**src/rtl/datapath_core.sv**
```systemverilog
`default_nettype none
// ============================================================================
// Module   : datapath_core
// Purpose  : 8-bit processor datapath. Executes one 37-bit control word per
//            clock: single internal bus, ALU, architectural registers
//            (AR, PC, DR, IR, AC, R1, R2, TR), Z flag and memory port.
// Revision : 1.0  initial release
// ============================================================================
module datapath_core (
    input  logic        clk,
    input  logic        reset,
    input  logic [36:0] ctrl,
    input  logic [7:0]  mem_rdata,
    output logic [7:0]  ir,
    output logic        z,
    output logic [7:0]  mem_addr,
    output logic [7:0]  mem_wdata,
    output logic        mem_we,
    output logic [7:0]  pc
);

    // Architectural state
    logic [7:0] r_ar, r_pc, r_dr, r_ir, r_ac, r_r1, r_r2, r_tr;
    logic       r_z;

    // Control word fields
    logic [3:0] w_bus_sel;
    logic [3:0] w_alu_op;
    logic       w_ar_ld, w_pc_ld, w_dr_ld, w_ir_ld, w_ac_ld;
    logic       w_r1_ld, w_r2_ld, w_tr_ld;
    logic       w_pc_inc, w_ar_inc, w_ac_inc, w_ac_clr;
    logic       w_mem_rd, w_mem_wr, w_z_en;

    assign w_bus_sel = ctrl[3:0];
    assign w_ar_ld   = ctrl[4];
    assign w_pc_ld   = ctrl[5];
    assign w_dr_ld   = ctrl[6];
    assign w_ir_ld   = ctrl[7];
    assign w_ac_ld   = ctrl[8];
    assign w_r1_ld   = ctrl[9];
    assign w_r2_ld   = ctrl[10];
    assign w_tr_ld   = ctrl[11];
    assign w_pc_inc  = ctrl[12];
    assign w_ar_inc  = ctrl[13];
    assign w_ac_inc  = ctrl[14];
    assign w_ac_clr  = ctrl[15];
    assign w_alu_op  = ctrl[19:16];
    assign w_mem_rd  = ctrl[20];
    assign w_mem_wr  = ctrl[21];
    assign w_z_en    = ctrl[22];

    // Upper control bits belong to the sequencer and carry no meaning here
    logic w_unused_ctrl;
    assign w_unused_ctrl = ^ctrl[36:23];

    logic [7:0] w_bus;
    logic [7:0] w_alu;
    logic [7:0] w_ac_next;
    logic       w_ac_wr;

    // Internal bus source multiplexer; unused selects read as zero
    always_comb begin
        w_bus = 8'h00;
        case (w_bus_sel)
            4'd1:    w_bus = r_pc;
            4'd2:    w_bus = r_dr;
            4'd3:    w_bus = r_ir;
            4'd4:    w_bus = r_ac;
            4'd5:    w_bus = r_r1;
            4'd6:    w_bus = r_r2;
            4'd7:    w_bus = r_tr;
            4'd8:    w_bus = r_ar;
            4'd9:    w_bus = mem_rdata;
            default: w_bus = 8'h00;
        endcase
    end

    // ALU: AC op bus, modulo 256; undefined opcodes leave AC unchanged
    always_comb begin
        w_alu = r_ac;
        case (w_alu_op)
            4'd0:    w_alu = w_bus;
            4'd1:    w_alu = r_ac + w_bus;
            4'd2:    w_alu = r_ac - w_bus;
            4'd3:    w_alu = r_ac & w_bus;
            4'd4:    w_alu = r_ac | w_bus;
            4'd5:    w_alu = r_ac ^ w_bus;
            4'd6:    w_alu = ~r_ac;
            4'd7:    w_alu = {r_ac[6:0], 1'b0};
            4'd8:    w_alu = {1'b0, r_ac[7:1]};
            default: w_alu = r_ac;
        endcase
    end

    // Next AC value with clear > load > increment priority
    always_comb begin
        w_ac_wr   = w_ac_clr | w_ac_ld | w_ac_inc;
        w_ac_next = r_ac;
        if (w_ac_clr)
            w_ac_next = 8'h00;
        else if (w_ac_ld)
            w_ac_next = w_alu;
        else if (w_ac_inc)
            w_ac_next = r_ac + 8'd1;
    end

    // Address and program counters: load beats increment, both wrap
    always_ff @(posedge clk or posedge reset) begin
        if (reset) begin
            r_ar <= 8'h00;
            r_pc <= 8'h00;
        end else begin
            if (w_ar_ld)
                r_ar <= w_bus;
            else if (w_ar_inc)
                r_ar <= r_ar + 8'd1;
            if (w_pc_ld)
                r_pc <= w_bus;
            else if (w_pc_inc)
                r_pc <= r_pc + 8'd1;
        end
    end

    // Data/general registers; a memory read takes precedence over a DR bus load
    always_ff @(posedge clk or posedge reset) begin
        if (reset) begin
            r_dr <= 8'h00;
            r_ir <= 8'h00;
            r_r1 <= 8'h00;
            r_r2 <= 8'h00;
            r_tr <= 8'h00;
        end else begin
            if (w_mem_rd)
                r_dr <= mem_rdata;
            else if (w_dr_ld)
                r_dr <= w_bus;
            if (w_ir_ld) r_ir <= w_bus;
            if (w_r1_ld) r_r1 <= w_bus;
            if (w_r2_ld) r_r2 <= w_bus;
            if (w_tr_ld) r_tr <= w_bus;
        end
    end

    // Accumulator and zero flag; Z only tracks AC writes made with z_en
    always_ff @(posedge clk or posedge reset) begin
        if (reset) begin
            r_ac <= 8'h00;
            r_z  <= 1'b0;
        end else begin
            if (w_ac_wr)
                r_ac <= w_ac_next;
            if (w_ac_wr && w_z_en)
                r_z <= (w_ac_next == 8'h00);
        end
    end

    assign ir        = r_ir;
    assign z         = r_z;
    assign pc        = r_pc;
    assign mem_addr  = r_ar;
    assign mem_wdata = w_bus;
    assign mem_we    = w_mem_wr;

endmodule
`default_nettype wire

```
**config.mk**
```make
export PLATFORM = sky130hd
export DESIGN_NAME = datapath_core
export DESIGN_NICKNAME = d
export VERILOG_FILES = /design/src/rtl/datapath_core.sv
export SDC_FILE = /design/constraint.sdc
export NUM_CORES = 1
export LEC_CHECK = 0
export ABC_AREA = 1
export CAP_MARGIN = 0
export CORE_UTILIZATION = 60
export CTS_BUF_LIST = sky130_fd_sc_hd__clkbuf_8
export DETAILED_ROUTE_END_ITERATION = 8
export GPL_ROUTABILITY_DRIVEN = 0
export PLACE_DENSITY_LB_ADDON = 0.2
export SLEW_MARGIN = 30
export SYNTH_ARGS = -nofsm -noshare
export SYNTH_HDL_FRONTEND = slang
export SYNTH_SLANG_ARGS = --single-unit
```
**constraint.sdc**
```tcl
create_clock -name clk -period 5.72 [get_ports clk]
set_input_delay 1.144 -clock clk [delete_from_list [all_inputs] [get_ports clk]]
set_output_delay 1.144 -clock clk [all_outputs]
set_load 0.01 [all_outputs]
```
# Word level (Yosys, flattened, before mapping)
# Cells that the tools add are included.
[word_totals]
reg_bits = 65
inputBits = 47
[op_classes]
mux = 11
n_eq_ne = 17
reduce_logical = 6
add_sub_neg = 5
n_bitwise = 6
[ops]
columns = ["operator", "n"]
rows = [
  ["case mux 8 bit (9 select lines)", 2],
  ["2-to-1 mux 8 bit", 9],
  ["== test 4 x 3 -> 1 bit (second input constant)", 8],
  ["adder 8 x 1 -> 8 bit (second input constant)", 3],
  ["== test 4 x 2 -> 1 bit (second input constant)", 4],
  ["== test 4 bit (second input constant)", 3],
  ["adder 8 bit", 1],
  ["AND 8 bit", 1],
  ["== test 4 x 1 -> 1 bit (second input constant)", 2],
  ["logical NOT 8 bit", 1],
  ["NOT 8 bit", 1],
  ["bitwise OR 8 bit", 1],
  ["subtractor 8 bit", 1],
  ["XOR 8 bit", 1],
  ["nonzero test 2 bit", 3],
  ["logical NOT 4 bit", 1],
  ["bitwise OR 1 bit", 2],
  ["logical AND 1 bit", 1],
]

# Longest topological paths before layout
# Gate-level depths: netlist (run 1).
[logic_depth]
depth_word = 7
depth_mapped = 27

# Least setup slack after synthesis (run 1)
# Ideal clock, no wire load.
[synth_path]
path_kind = "input port to flip-flop"
from = "in ctrl[3]"
to = "reg r_z (netlist: z)"
required_ns = 5.655
setup_slack_ns = 1.777
stages = 26
arrival_ns = 3.878
cell_sequence = "nor2_2 > buf_6 > nand3_1 > nand2_1 > nor2_2 > nand2_2 > nor2_8 > ha_1 > inv_1 > o21ai_0 > inv_1 > ha_1 > nand2_1 > o21ai_0 > nand2_1 > nand2_1 > nand2_1 > nand2_1 > nand2_1 > nand3_1 > nand3_1 > a21oi_1 > nand2_1 > nor2_1 > nand3_1 > nand2_1"
[synth_between]
elab_chain_len = 7
elab_cells_between_ends = 19
[synth_rtl]
columns = ["item", "line", "source"]
rows = [
  ["start, declared", "12", "input logic [36:0] ctrl,"],
  ["== test 4 bit, or another cell as far along", "64", "case (w_bus_sel)"],
  ["case mux 8 bit (9 select lines) *", "64", ""],
  ["subtractor 8 bit, or another cell as far along", "84", "4'd2: w_alu = r_ac - w_bus;"],
  ["case mux 8 bit (9 select lines) *", "81", "case (w_alu_op)"],
  ["2-to-1 mux 8 bit *", "101", "else if (w_ac_ld)"],
  ["2-to-1 mux 8 bit *", "99", "if (w_ac_clr)"],
  ["logical NOT 8 bit *", "153", "r_z <= (w_ac_next == 8'h00);"],
  ["end signal, assigned", "153", ""],
  ["end, declared", "24", "logic r_z;"],
]
# Mark *: on every way between the ends. The rest lies on a longest branch, timed or not.
# A chain may end at the register's enable or synchronous reset.

# Worst setup path after layout (run 1)
[layout_path]
from = "in ctrl[2]"
to = "reg r_z (netlist: z)"
# Same word-level chain as after synthesis.

==> results by group, run 1 <==
Global routing
  • Number of global-route vias before repair: a little under 5000
  • Pin count of the biggest net entering global routing: 66
  • Grt ovf: 0
  • Antenna violations before repair: 0
  • GRT Util Overall: 35.5%
  • First-pass GRT wire length: 23.8 mm

Worst hold path
  • Cells on Worst Hold Path: 2
  • Min-Delay Path Class: register to register
  • Beginning of the worst hold path: z
  • Worst Hold End: z

Critical path
  • Worst reg-to-reg path cell count: 25
  • CP max-delay cell: clkdlybuf4s50_1
  • FF-to-FF Start: r_ac[1]
  • Setup crit start kind: input port
  • Max FO, Critical Path: 19
  • Crit-path max cell delay: ~0.62 ns
  • RR Endpoint: z
  • R2R setup slack: about 2.0 ns
  • WS Path Type: input port to register
  • Most frequent CP cell: nand2_1
  • Worst Path Arrival: ~5.4 ns
  • Worst path required time: ~6.0 ns
  • Endpoint class of the critical path: register

Yosys
  • Synth top area share: 32.7%
  • Syn_area_per_cell: slightly above 7 um^2
  • Syn Std Cell Area: roughly 5000 um^2
  • EDFF count, synth: 0
  • Synth warnings: 0
  • Synth area leaders: dfrtp_1 33%, nand2_1 11%, nand3_1 8.4%
  • Syn Inst Count: approximately 700
  • Async S/R FF share, synth: 100%
  • Yosys top cell by area: dfrtp_1
  • Sequential area share after synthesis: about a third
  • Synth Register Bits: between 60 and 70
  • Syn Nets: just under 800
  • Post-synthesis cell type count: 44
  • Ys flop type: dfrtp_1

Place
  • Port buffer count: 64
  • Post-DP HPWL: roughly 10 mm
  • Placed inst area: 5640 um^2
  • Dpl ws: 0.347 ns

Finish
  • Share of layout cells above drive strength 1: 8.76%
  • Fin area: 5870 um^2
  • ANT cells: 0
  • Final Net Count: between 800 and 900
  • Most frequent cells in the layout: 149 x nand2_1, 84 x nand3_1, 78 x nor2_1
  • Leading cell type in the layout, fill and taps excluded: nand2_1
  • Synth-to-Final Area Change: 18.0%
  • Core Util, Final: 74.5%

Drt
  • Routed WL: between 10 and 15 mm
  • First drt pass iteration count: 5
  • WL/cell: approximately 17 um
  • DR vias/cell: roughly 5.9
  • DR vias: between 5000 and 6000
  • Antenna Nets Post-Route: 0
  • DRT iter0 DRCs: about 540
  • Drc violations: 0

CTS
  • H-tree depth: 3
  • Resized cells post-CTS: 0
  • CTS max path bufs: 2
  • Reg clk slew, reported paths: around 0.07 ns
  • Post-CTS Hold Fix Bufs: 0
  • Postcts setup bufs: 0
  • Clock root cell: clkbuf_8
  • Inserted Clock Buffers: 9
  • Clock latency on the worst-skew pair: between 0.3 and 0.4 ns
  • Clk sinks: 65
  • CTS tree: built

Timing
  • Setup Viol. Count Final: 0
  • Hold_ws: 0.507 ns
  • Slew Limit Fails: 0
  • RSZ-0062 raised after global routing: false
  • Skew final: about 0.016 ns
  • Max transition margin: 38.1%
  • Fmax: 194 MHz
  • Final worst-path cycle share: roughly 90%
  • Tmin final: between 5 and 6 ns
  • Worst Setup Slack, final: between 0.5 and 0.6 ns
  • Least-Margin Pin Slew: 0.922 ns
  • Fin. Hold Viols: 0
  • Post-Route Setup TNS: 0 ns

Die
  • Rows: 32
  • Total core area: slightly below 8000 um^2
  • I/O Pins: just over 80
  • DIE HEIGHT: a little over 90 um
  • Die W: 93.1 um
  • Die footprint: between 8000 and 9000 um^2
  • Initial Util: a little over three fifths

Power and ir drop
  • Power per cell area: 263 nW/um^2
  • Comb power frac: roughly 33%
  • Sequential Power Share: a little under two fifths
  • Sw frac: between 30% and 40%
  • P_leak: 2.83 nW
  • Worst vdd ir: between 0.0002 and 0.00025 V
  • Sw Pwr: around 560 uW
  • Clk pwr share: ~30%
  • Internal power: about 990 uW

Run
  • Max-Cap Viols: 0

Outcome
  • Outcome: finished, final reports clean
==> state kept, by name, indices dropped and copies added (netlist names) <==
name,count
r_tr,8
pc,8
ir,8
r_r1,8
r_dr,8
mem_addr,8
r_r2,8
z,1
r_ac,8
==> power by group through the flow <==
stage	clock network, mW	logic (mW)	registers [mW]
after floorplan	0	0.308	0.576
after global placement	0	0.471	0.578
after detailed placement	0	0.493	0.581
after CTS	0.467	0.497	0.572
after global routing	0.492	0.560	0.580
final	0.466	0.504	0.574
==> worst max path at each step <==
stage / endpoint / slack (ns) / start
6_report: z / 0.58 / ctrl[2]
3_5_place_dp: z / 0.35 / ctrl[2]
4_1_cts: z / 0.66 / ctrl[2]
2_1_floorplan: z / 1.78 / ctrl[3]
5_1_grt: z / 0.20 / ctrl[2]
3_3_place_gp: z / 0.51 / ctrl[2]
==> per-layer routing <==
layer	part of all wire [%]	GRT usage (%)	vias up
li1	-	-	2431
met2	44	53.9	282
met1	42	49.5	2395
met3	9.9	5.69	40
met4	3.6	16.7	0
met5	0	0	-
==> cells in the mapped netlist (4+ instances only) <==
| cell | instances |
|---|---|
| buf_6 | 5 |
| nand3_2 | 4 |
| nor2_1 | 78 |
| or2_2 | 4 |
| dfrtp_1 | 65 |
| nor3_1 | 7 |
| nor2_2 | 13 |
| o221ai_1 | 9 |
| o2111ai_1 | 4 |
| ha_1 | 28 |
| xor2_1 | 11 |
| o21ai_0 | 36 |
| nand2_2 | 6 |
| buf_1 | 5 |
| a21oi_1 | 49 |
| nand4_1 | 5 |
| o22ai_1 | 4 |
| nand3_1 | 84 |
| nand2_1 | 149 |
| inv_1 | 76 |
| nor2_4 | 5 |
| clkinv_1 | 4 |
| inv_2 | 9 |
| clkbuf_1 | 6 |
==> critical path: cells and delay by family <==
family | cells | cell delay (ns)
AO/OA/AOI/OAI | 3 | 0.81
adder cells (fa/ha/maj) | 2 | 0.57
buffers and inverters | 4 | 0.81
AND/OR/NAND/NOR | 18 | 2.07
==> cell families after synthesis <==
family	Yosys count	synth area share [%]
AND/OR/NAND/NOR	366	34.3
buffers and inverters	110	9.33
AO/OA/AOI/OAI	121	14.1
adder cells (fa/ha/maj)	29	7.44
XOR/XNOR	12	2.11
flip-flops	65	32.7
==> metrics by stage <==
step,power (mW),instances
after floorplan,0.884,703
after global placement,1.05,851
after detailed placement,1.07,851
after CTS,1.54,867
after global routing,1.63,867
final,1.54,867
==> final cells by class <==
type	count	area, um^2
Clock buffer	11	151
Inverter	89	334
Multi-Input combinational cell	528	2890
Tap cell	102	128
Clock inverter	5	85.1
Sequential cell	65	1630
Fill cell	617	2010
Timing Repair Buffer	67	663
(Power assumes the default switching activity.)
==> run 2: changes to the inputs <==
CELL_PAD_IN_SITES_DETAIL_PLACEMENT = 0   (was not set)
CELL_PAD_IN_SITES_GLOBAL_PLACEMENT = 1   (was not set)
CORE_UTILIZATION = 43   (was 60)
CTS_CLUSTER_DIAMETER = 40   (was not set)
==> results by group, run 2 (synthesized netlist as in run 1, its figures left out) <==
Timing
  • Skew final: 0.00920 ns (was 0.0157 ns)
  • Final worst-path cycle share: 85.7% (was 89.9%)
  • Max transition margin: 42.8% (was 38.1%)
  • Setup Viol. Count Final: 0 (unchanged)
  • Post-Route Setup TNS: 0 ns (unchanged)
  • Fin. Hold Viols: 0 (unchanged)
  • Least-Margin Pin Slew: 0.858 ns (was 0.922 ns)
  • Slew Limit Fails: 0 (unchanged)
  • RSZ-0062 raised after global routing: false (unchanged)
  • Fmax: 204 MHz (was 194 MHz)
  • Tmin final: 4.90 ns (was 5.14 ns)

Drt
  • WL/cell: 16.6 um (was 16.7 um)
  • Antenna Nets Post-Route: 0 (unchanged)
  • DR vias: 4909 (was 5148)
  • First drt pass iteration count: 5 (unchanged)
  • Routed WL: 15.1 mm (was 14.5 mm)
  • Drc violations: 0 (unchanged)
  • DRT iter0 DRCs: 374 (was 537)
  • DR vias/cell: 5.41 (was 5.94)

Place
  • Port buffer count: 64 (unchanged)
  • Post-DP HPWL: 11.0 mm (was 10.4 mm)
  • Placed inst area: 5710 um^2 (was 5640 um^2)

Critical path
  • Worst Path Arrival: 5.20 ns (was 5.42 ns)
  • Endpoint class of the critical path: register (unchanged)
  • Worst path required time: 6.03 ns (was 6.00 ns)
  • Max FO, Critical Path: 19 (unchanged)
  • R2R setup slack: 2.12 ns (was 2.04 ns)
  • Most frequent CP cell: nand2_1 (unchanged)
  • Worst reg-to-reg path cell count: 25 (unchanged)
  • FF-to-FF Start: r_ac[1] (unchanged)
  • RR Endpoint: z (unchanged)
  • CP max-delay cell: clkdlybuf4s50_1 (unchanged)
  • WS Path Type: input port to register (unchanged)
  • Crit-path max cell delay: 0.60 ns (was 0.62 ns)
  • Setup crit start kind: input port (unchanged)

Finish
  • Fin area: 5920 um^2 (was 5870 um^2)
  • Final Net Count: 839 (was 836)
  • Layout fillers: 1140 (was 617)
  • Share of layout cells above drive strength 1: 9.11% (was 8.76%)
  • Most frequent cells in the layout: 149 x nand2_1, 84 x nand3_1, 78 x nor2_1 (unchanged)
  • ANT cells: 0 (unchanged)
  • Leading cell type in the layout, fill and taps excluded: nand2_1 (unchanged)
  • Synth-to-Final Area Change: 19.0% (was 18.0%)

Die
  • Rows: 38 (was 32)
  • I/O Pins: 81 (unchanged)
  • DIE HEIGHT: 110 um (was 93.1 um)
  • Initial Util: 44.9% (was 63.1%)
  • Total core area: 11100 um^2 (was 7890 um^2)
  • Die W: 110 um (was 93.1 um)
  • Die footprint: 12000 um^2 (was 8660 um^2)

Global routing
  • Number of global-route vias before repair: 4566 (was 4869)
  • Grt ovf: 0 (unchanged)
  • Antenna violations before repair: 0 (unchanged)
  • GRT Util Overall: 27.4% (was 35.5%)
  • First-pass GRT wire length: 24.4 mm (was 23.8 mm)
  • Pin count of the biggest net entering global routing: 66 (unchanged)

Power and ir drop
  • P_leak: 2.84 nW (was 2.83 nW)
  • Worst vdd ir: 0.000139 V (was 0.000236 V)
  • Power per cell area: 255 nW/um^2 (was 263 nW/um^2)
  • Total power: 1.51 mW (was 1.54 mW)

Outcome
  • Outcome: finished, final reports clean (unchanged)

Run
  • Max-Cap Viols: 0 (unchanged)

Worst hold path
  • Min-Delay Path Class: register to register (unchanged)
  • Beginning of the worst hold path: z (unchanged)
  • Cells on Worst Hold Path: 2 (unchanged)
  • Worst Hold End: z (unchanged)

CTS
  • Resized cells post-CTS: 0 (unchanged)
  • Post-CTS Hold Fix Bufs: 0 (unchanged)
  • Reg clk slew, reported paths: 0.08 ns (was 0.07 ns)
  • Postcts setup bufs: 0 (unchanged)
  • CTS max path bufs: 2 (unchanged)
  • Inserted Clock Buffers: 9 (unchanged)
  • Clock latency on the worst-skew pair: 0.37 ns (was 0.35 ns)
  • H-tree depth: 3 (unchanged)
  • Clock root cell: clkbuf_8 (unchanged)
  • Clk sinks: 65 (unchanged)
  • CTS tree: built (unchanged)
run 2: changes by cell type in the layout (fill, tap and decap cells not counted), sizes merged:
cell,before,now
clkbuf,11,10
bufinv,2,1
clkinv,5,6
buf,3,6
inv,86,87
run 2: layout make-up:
| type | count | area, um^2 | area share, % |
|---|---|---|---|
| repair buffers | 70 | 686 | 11.6 |
| inverters | 89 | 334 | 5.64 |
| well taps | 140 | 175 | 2.96 |
| flip-flops and latches | 65 | 1630 | 27.5 |
| clock inverters | 6 | 75.1 | 1.27 |
| multi-input cells | 528 | 2890 | 48.8 |
| clock buffers | 10 | 138 | 2.32 |
run 2: worst max path at each step:
stage                  from  endpoint  slack, ns  depth (start not counted)
floorplan           ctrl[3]         z       1.78                         26
finish              ctrl[2]         z       0.82                         27
detailed placement  ctrl[2]         z       0.44                         27
global route        ctrl[2]         z       0.38                         27
CTS                 ctrl[2]         z       0.81                         27
global placement    ctrl[2]         z       0.54                         27
run 2: per-stage QoR:
| step | setup WS, ns | hold slack, ns | std cells | util [%] |
|---|---|---|---|---|
| finish | 0.820 | 0.486 | 908 | 53.4 |
| global route | 0.376 | 0.516 | 908 | 53.4 |
| CTS | 0.814 | 0.495 | 908 | 53.4 |
| detailed placement | 0.443 | 0.473 | 892 | 51.5 |
| global placement | 0.541 | 0.465 | 892 | 51.5 |
| floorplan | 1.78 | 0.488 | 703 | - |
run 2: per-layer routing:
metal	share of wire, %	wire length [um]	track usage (%)	vias to the layer above
li1	-	-	-	2452
met1	49	7340	39.9	2289
met2	45	6720	41.5	154
met3	5.6	844	4.68	14
met4	1.1	173	7.43	0
met5	0	0	0	-
run 2: critical path: cells and delay by family:
kind,cells,cell delay (ns)
adder cells (fa/ha/maj),2,0.57
AND/OR/NAND/NOR,18,1.88
buffers and inverters,4,0.79
AO/OA/AOI/OAI,3,0.78
run 2: power by group:
part,internal [mW],switching [mW]
sequential,0.515,0.0621
clock,0.219,0.215
combinational,0.203,0.294
total,0.937,0.570
==> run 3: changes to the inputs <==
--- a/constraint.sdc
+++ b/constraint.sdc
@@ -3,2 +3,2 @@
 set_output_delay 1.144 -clock clk [all_outputs]
-set_load 0.01 [all_outputs]
+set_load 0.1 [all_outputs]
==> results by group, run 3 (synthesized netlist as in run 1, its figures left out) <==
Finish
  • Leading cell type in the layout, fill and taps excluded: nand2_1 (unchanged)
  • Non-Filler Instances: 908 (unchanged)
  • Register area: 1630 um^2 (unchanged)
  • Most frequent cells in the layout: 149 x nand2_1, 84 x nand3_1, 78 x nor2_1 (unchanged)
  • Final Net Count: 839 (unchanged)
  • Synth-to-Final Area Change: 18.6% (was 19.0%)
  • Share of layout cells above drive strength 1: 10.3% (was 9.11%)
  • Multi-input gate area: 2890 um^2 (about the same)
  • Core Util, Final: 53.3% (was 53.4%)
  • ANT cells: 0 (unchanged)
  • Fin area: 5900 um^2 (was 5920 um^2)
  • Layout fillers: 1133 (was 1140)

Timing
  • Post-Route Setup TNS: 0 ns (unchanged)
  • Worst Setup Slack, final: 0.864 ns (was 0.820 ns)
  • Max transition margin: 35.0% (was 42.8%)
  • RSZ-0062 raised after global routing: false (unchanged)
  • Fin. Hold Viols: 0 (unchanged)
  • Tmin final: 4.86 ns (was 4.90 ns)
  • Least-Margin Pin Slew: 0.972 ns (was 0.858 ns)
  • Skew final: 0.0113 ns (was 0.00920 ns)
  • Slew Limit Fails: 0 (unchanged)
  • Fmax: 206 MHz (was 204 MHz)
  • Setup Viol. Count Final: 0 (unchanged)
  • Final worst-path cycle share: 84.9% (was 85.7%)

Place
  • Placed cells: 892 (unchanged)
  • Placed inst area: 5690 um^2 (was 5710 um^2)
  • Post-DP HPWL: 10.9 mm (was 11.0 mm)
  • Port buffer count: 64 (unchanged)
  • Dpl ws: 0.508 ns (was 0.443 ns)

CTS
  • Resized cells post-CTS: 0 (unchanged)
  • Reg clk slew, reported paths: 0.08 ns (about the same)
  • CTS max path bufs: 2 (unchanged)
  • Clk sinks: 65 (unchanged)
  • Postcts setup bufs: 0 (unchanged)
  • Clock latency on the worst-skew pair: 0.37 ns (about the same)
  • Clock root cell: clkbuf_8 (unchanged)
  • Inserted Clock Buffers: 9 (unchanged)
  • Post-CTS Hold Fix Bufs: 0 (unchanged)
  • CTS tree: built (unchanged)
  • H-tree depth: 3 (unchanged)

Die
  • Initial Util: 44.9% (unchanged)
  • I/O Pins: 81 (unchanged)
  • Rows: 38 (unchanged)
  • Total core area: 11100 um^2 (unchanged)
  • Die W: 110 um (unchanged)
  • Die footprint: 12000 um^2 (unchanged)
  • DIE HEIGHT: 110 um (unchanged)

Power and ir drop
  • Clk pwr share: 25.1% (was 28.8%)
  • Power per cell area: 292 nW/um^2 (was 255 nW/um^2)
  • Sw Pwr: 791 uW (was 570 uW)
  • Sequential Power Share: 33.4% (was 38.3%)
  • Worst vdd ir: 0.000179 V (was 0.000139 V)
  • P_leak: 2.85 nW (was 2.84 nW)
  • Internal power: 934 uW (was 937 uW)
  • Comb power frac: 41.5% (was 32.9%)
  • Sw frac: 45.9% (was 37.8%)

Worst hold path
  • Beginning of the worst hold path: z (unchanged)
  • Min-Delay Path Class: register to register (unchanged)

Drt
  • First drt pass iteration count: 5 (unchanged)
  • DR vias: 5032 (was 4909)
  • Antenna Nets Post-Route: 0 (unchanged)
  • DRT iter0 DRCs: 407 (was 374)
  • Routed WL: 15.1 mm (about the same)
  • Drc violations: 0 (unchanged)
  • DR vias/cell: 5.54 (was 5.41)
  • WL/cell: 16.6 um (about the same)

Global routing
  • Pin count of the biggest net entering global routing: 66 (unchanged)
  • Grt ovf: 0 (unchanged)
  • Most used routing layer in global routing: met2 (unchanged)
  • Met1 Use GR: 39.1% (was 39.9%)
  • Antenna violations before repair: 0 (unchanged)
  • Number of global-route vias before repair: 4593 (was 4566)
  • Met3 Usage GRT: 4.86% (was 4.68%)
  • Met2 usage in global routing: 41.3% (was 41.5%)
  • First-pass GRT wire length: 24.1 mm (was 24.4 mm)
  • GRT Util Overall: 27.0% (was 27.4%)

Critical path
  • Worst path required time: 6.03 ns (about the same)
  • FF-to-FF Start: r_ac[1] (unchanged)
  • CP max-delay cell: clkdlybuf4s50_1 (unchanged)
  • CP Buf/Inv Count: 4 (unchanged)
  • WS Path Type: input port to register (unchanged)
  • Endpoint class of the critical path: register (unchanged)
  • Worst Path Arrival: 5.16 ns (was 5.20 ns)
  • Worst Setup SP: ctrl[0] (was ctrl[2])
  • Setup crit start kind: input port (unchanged)
  • Max FO, Critical Path: 18 (was 19)
  • Worst path top cell family by delay: simple AND/OR/NAND/NOR gates (unchanged)
  • Crit-path max cell delay: 0.59 ns (was 0.60 ns)

Outcome
  • Outcome: finished, final reports clean (unchanged)

Run
  • Max-Cap Viols: 0 (unchanged)
run 3: cell count changes in the layout (fill, tap and decap cells not counted):
cell / change
buf_4: +8
clkdlybuf4s50_1: -8
clkinv_4: -1
inv_6: +2
inv_8: -1
nor3_1: -1
nor3_2: +1
run 3: path summary, 6_finish.rpt:
check | to | slack (ns) | cells after the start
min in group asynchronous | ir[5] | 1.33 | 3
setup / recovery | z | 0.86 | 27
setup reg to reg | z | 2.07 | 21
max in group asynchronous | r_ac[7] | 3.81 | 3
hold / removal | z | 0.49 | 2
hold reg to reg | z | 0.49 | 2
run 3: power by group through the flow:
| stage | Clock [mW] | Combinational, mW | Sequential, mW |
|---|---|---|---|
| floorplan | 0 | 0.358 | 0.746 |
| global placement | 0 | 0.701 | 0.582 |
| detailed placement | 0 | 0.713 | 0.585 |
| CTS | 0.440 | 0.716 | 0.576 |
| global route | 0.460 | 0.777 | 0.584 |
| finish | 0.433 | 0.715 | 0.577 |
run 3: metal layers:
layer	up-vias	wire length (um)
li1	2441	-
met1	2384	7070
met2	188	6710
met3	19	1070
met4	0	206
met5	-	0
run 3: worst register-to-register path, stage by stage, from the launching register on:
cell	delay (ns)
dfrtp_1	0.51
nand3_1	0.18
nand2_1	0.09
nor2_2	0.10
nand2_2	0.10
nor2_8	0.28
ha_1	0.21
inv_1	0.05
o31ai_2	0.31
xor2_1	0.20
inv_1	0.06
ha_1	0.33
or2_2	0.31
nand3_1	0.14
nand4_1	0.11
nand2_1	0.08
o21ai_1	0.08
nor2_1	0.12
nand3_1	0.09
nor2_1	0.09
nand3_1	0.09
nand2_1	0.06
run 3: area by class of cell:
cell class	count	share of cell area, %
Timing Repair Buffer	70	11.3
Inverter	89	5.66
Clock inverter	6	1.23
Clock buffer	10	2.33
Multi-Input combinational cell	528	49.0
Tap cell	140	2.97
Sequential cell	65	27.6
run 3: through the flow:
step	power (mW)	hold slack, ns
after floorplan	1.10	0.488
final	1.72	0.492
after detailed placement	1.30	0.477
after global placement	1.28	0.464
after CTS	1.73	0.497
after global routing	1.82	0.517
